File: config.mk
export PLATFORM = sky130hd
export DESIGN_NAME = stream_demux_1xn
export DESIGN_NICKNAME = d
export VERILOG_FILES = /design/src/rtl/stream_demux_1xn.sv
export SDC_FILE = /design/constraint.sdc
export NUM_CORES = 1
export LEC_CHECK = 0
export BUFFER_PORTS_ARGS = -buffer_cell sky130_fd_sc_hd__buf_4
export CORE_UTILIZATION = 35
export DETAILED_ROUTE_END_ITERATION = 7
export PLACE_DENSITY_LB_ADDON = 0.25
export SYNTH_ARGS = -nofsm -noshare
export SYNTH_HDL_FRONTEND = slang
export SYNTH_SLANG_ARGS = --single-unit
File: constraint.sdc
create_clock -name clk -period 3.7 [get_ports clk]
set_input_delay 0.925 -clock clk [delete_from_list [all_inputs] [get_ports clk]]
set_output_delay 0.925 -clock clk [all_outputs]
set_load 0.05 [all_outputs]
File: src/rtl/stream_demux_1xn.sv
// stream_demux_1xn
//   Registered 1-to-N stream demultiplexer. Each input word carries a channel
//   select and is written into that channel's one-entry holding register,
//   where it stays until the channel's consumer takes it. Words addressed to a
//   non-existent channel are accepted, dropped and counted in err_cnt.
//
//   Optional feature macro: DEMUX_BCAST_EN
//     defined   -> in_bcast=1 loads the word into every channel at once
//                  (waits until every channel can take it)
//     undefined -> in_bcast is ignored; routing is by in_sel only
//
// Ports
//   clk        rising-edge clock
//   rst        asynchronous active-high reset
//   in_valid   input word present
//   in_ready   input word accepted this cycle (independent of in_valid)
//   in_data    input word
//   in_sel     destination channel index
//   in_bcast   broadcast request (DEMUX_BCAST_EN only)
//   out_valid  bit k: channel k holds a word
//   out_ready  bit k: consumer k takes the word this cycle
//   out_data   channel k word at [k*DATA_W +: DATA_W]
//   err_cnt    saturating count of words dropped for out-of-range select
module stream_demux_1xn #(
  parameter int unsigned DATA_W = 8,
  parameter int unsigned N_CH   = 8,
  parameter int unsigned SEL_W  = (N_CH > 1) ? $clog2(N_CH) : 1
) (
  input  logic                     clk,
  input  logic                     rst,
  input  logic                     in_valid,
  output logic                     in_ready,
  input  logic [DATA_W-1:0]        in_data,
  input  logic [SEL_W-1:0]         in_sel,
  input  logic                     in_bcast,
  output logic [N_CH-1:0]          out_valid,
  input  logic [N_CH-1:0]          out_ready,
  output logic [N_CH*DATA_W-1:0]   out_data,
  output logic [7:0]               err_cnt
);

  // One extra bit so the range compare also works when N_CH is a power of two.
  localparam logic [SEL_W:0] LP_N_CH = (SEL_W+1)'(N_CH);

  logic [N_CH-1:0]        r_full;
  logic [N_CH*DATA_W-1:0] r_data;
  logic [7:0]             r_err;

  logic [N_CH-1:0]        w_free;
  logic                   w_free_sel;
  logic                   w_sel_ok;
  logic                   w_bcast;
  logic                   w_xfer;
  logic                   w_drop;
  logic [N_CH-1:0]        w_wr;

`ifdef DEMUX_BCAST_EN
  assign w_bcast = in_bcast;
`else
  logic w_unused_bcast;
  assign w_unused_bcast = in_bcast;
  assign w_bcast        = 1'b0;
`endif

  // A channel can take a word if it is empty or is being drained this cycle.
  assign w_free   = ~r_full | out_ready;
  assign w_sel_ok = ({1'b0, in_sel} < LP_N_CH);

  // Explicit compare loop keeps an out-of-range select from indexing past w_free.
  always_comb begin
    w_free_sel = 1'b0;
    for (int unsigned k = 0; k < N_CH; k++) begin
      if (in_sel == SEL_W'(k)) w_free_sel = w_free[k];
    end
  end

  always_comb begin
    if (w_bcast)       in_ready = &w_free;
    else if (w_sel_ok) in_ready = w_free_sel;
    else               in_ready = 1'b1;
  end

  assign w_xfer = in_valid & in_ready;
  assign w_drop = w_xfer & ~w_bcast & ~w_sel_ok;

  always_comb begin
    w_wr = '0;
    for (int unsigned k = 0; k < N_CH; k++) begin
      w_wr[k] = w_xfer & (w_bcast | (w_sel_ok & (in_sel == SEL_W'(k))));
    end
  end

  always_ff @(posedge clk or posedge rst) begin
    if (rst) begin
      r_full <= '0;
      r_data <= '0;
      r_err  <= '0;
    end else begin
      for (int unsigned k = 0; k < N_CH; k++) begin
        // A write wins over a drain, so a simultaneous drain+write leaves no bubble.
        if (w_wr[k]) begin
          r_full[k]                     <= 1'b1;
          r_data[k*DATA_W +: DATA_W]    <= in_data;
        end else if (out_ready[k]) begin
          r_full[k]                     <= 1'b0;
        end
      end
      if (w_drop && (r_err != 8'hFF)) r_err <= r_err + 8'd1;
    end
  end

  assign out_valid = r_full;
  assign out_data  = r_data;
  assign err_cnt   = r_err;

endmodule
==> flow_metrics.tcl <==
set metrics [dict create \
    initial_utilization 0.367 \
    fin_ws_ns 0.623 \
    drive_gt1_frac 0.632 \
    skew_ns 0.00424 \
    avgSynthCellArea_um2 15.8 \
    fin_nets 310 \
    globalRouteOverflowTotal 0 \
    grt_max_degree 43 \
    regArea_mm2 0.00180 \
    fin_util 0.494 \
    r2r_end "out_data[55]$_DFFE_PP0P_" \
    cp_data_required_time_ns 2.77 \
    fp.dieW_um 92.7 \
    tns_ns 0 \
    final_common_cell "buf_4" \
    ios 104 \
    hp-class "register to register" \
    cts_tree "done" \
    synth-seq-area-share 0.626 \
    post_drt_wl_per_cell_um 16.7 \
    cts_root_buffer "clkbuf_8" \
    drv_slew 0 \
    p_total_mw 2.75 \
    drc_errors 0 \
    place_ws_ns 0.619 \
    worst_pin_slew_ns 0.852 \
    yosysTopAreaCellShare 0.626 \
    hold_viol_final 0 \
    multiInputGateArea_mm2 0.00103 \
    cts_made_buffers 9 \
    synth_largest_area_cell "dfrtp_1" \
    end_kind "output port" \
    vias_per_cell 4.61 \
    setup_violations 0 \
    min_to "out_data[34]$_DFFE_PP0P_" \
    startpoint_type "input port" \
    drtIter0Drc 42 \
    floorplan.die.height_um 92.7 \
    firstDrtPassIters 4 \
    synth_cell_types 19 \
    dp_hpwl_um 4480 \
    syn_area_mm2 0.00288 \
    antenna_cells 0 \
    post-cts-setup-buffers 0 \
    fin_crit_sh 0.832 \
    ys_warn_count 0 \
    clk_latency_ns 0.34 \
    maxSlewHeadroom 0.431 \
    yosys-top-cells-area "dfrtp_1 63%, mux2_2 25%, buf_4 2.3%, nand2b_1 2.0%, mux4_2 1.6%" \
    cts.sinks 72 \
    grt_pass1_vias 1911 \
    core_area_mm2 0.00785 \
    synth-seq-cells 72 \
    syn_to_final_growth_pct 34.6 \
    hold_start "out_data[34]$_DFFE_PP0P_" \
    die_area_mm2 0.00859 \
    holdPathStages 1 \
    clk_pin_slew_ns 0.07 \
    port_buffers 94 \
    grt_pass1_wl_um 10500 \
    reg2regPathDepth 3 \
    synthCells 182 \
    rsz0062_at_grt "no" \
    power.density_mw_per_mm2 710 \
    antenna_found_initial 0 \
    holdBufCountCts 0 \
    cts_buffer_depth 2 \
    path_class "input port to output port" \
    row_count 32 \
    num_vias 1810 \
    drt-total-wl_um 6570 \
    fillCellCount 736 \
    r2r-start "out_valid[6]$_DFFE_PP0P_" \
    p_leak_nw 1.84 \
    fin_crit_ns 3.08 \
    mostFrequentLayoutCells "97 x buf_4, 72 x dfrtp_1, 65 x mux2_2" \
    post_cts_resized 0 \
    fmax_mhz 325 \
    htreeDepth 3 \
    crit_fanout 3 \
    grtUsageTotal 0.166 \
    globalplace.congestion 0.659 \
    drt.antenna.violating_nets 0 \
    worstPathArrival_ns 2.15 \
    status "completed" \
    r2r_slack_ns 1.86 \
    drv_cap 0 \
    ir_drop_v 0.000400 \
]
synthesized netlist by cell type:
cell type / instances
nand4_1: 1
inv_1: 1
nor2_1: 1
nor3b_2: 2
buf_4: 9
conb_1: 1
dfrtp_1: 72
nand2_1: 6
mux4_2: 2
nor3b_4: 1
buf_2: 1
mux2_2: 65
nor4b_4: 1
o21ai_0: 2
nor2b_1: 3
nand3_1: 1
or2_2: 2
nand4b_1: 2
nand2b_1: 9
registers in the layout, summed over array words and instances (netlist names):
name,count
out_data,64
out_valid,8
metal layers:
metal,track usage,vias up,wire length (µm)
met4,0.0385,0,46
met3,0.0722,6,480
met1,0.208,902,2960
li1,-,834,-
met5,0,-,0
met2,0.265,68,3080
area by class of cell:
| class | instances | area share |
|---|---|---|
| clock buffer | 12 | 0.0374 |
| inverter | 1 | 0.000968 |
| sequential | 72 | 0.465 |
| multi-input combinational | 106 | 0.265 |
| tap | 102 | 0.0329 |
| clock inverter | 3 | 0.0110 |
| timing repair buffer | 97 | 0.188 |
worst max-delay path, cell delays in order:
cell and delay (ns):
buf_4 0.11, nand2b_1 0.18, mux4_2 0.48, mux2_2 0.28
buf_4 0.19
worst max path at each step:
| stage | start | cells past startpoint | slack, ns | end |
|---|---|---|---|---|
| 4_1_cts | out_ready[4] | 5 | 0.61 | in_ready |
| 3_5_place_dp | out_ready[4] | 5 | 0.62 | in_ready |
| 5_1_grt | out_ready[4] | 5 | 0.59 | in_ready |
| 3_3_place_gp | out_ready[7] | 5 | 0.65 | in_ready |
| 6_report | out_ready[4] | 5 | 0.62 | in_ready |
| 2_1_floorplan | in_sel[1] | 3 | 0.82 | in_ready |
logic make-up after synthesis:
logic type,Yosys count,synth area share
other,1,0.00130
multiplexers,67,0.270
buffers and inverters,11,0.0265
flip-flops,72,0.626
AO/OA/AOI/OAI,2,0.00348
AND/OR/NAND/NOR,29,0.0730
per-stage QoR:
step	cell area [µm²]	std cells	hold WS, ns
after floorplan	2910	189	0.813
after global placement	3690	378	0.490
after detailed placement	3690	378	0.497
after CTS	3880	393	0.515
after global routing	3880	393	0.522
final	3880	393	0.508
where the power goes:
group / internal (mW) / switching, mW / total (mW)
clock network: 0.326 / 0.281 / 0.607
logic: 0.351 / 0.759 / 1.11
registers: 0.949 / 0.0867 / 1.04
total: 1.63 / 1.13 / 2.75
No activity file was read; power rests on OpenSTA's default activity.
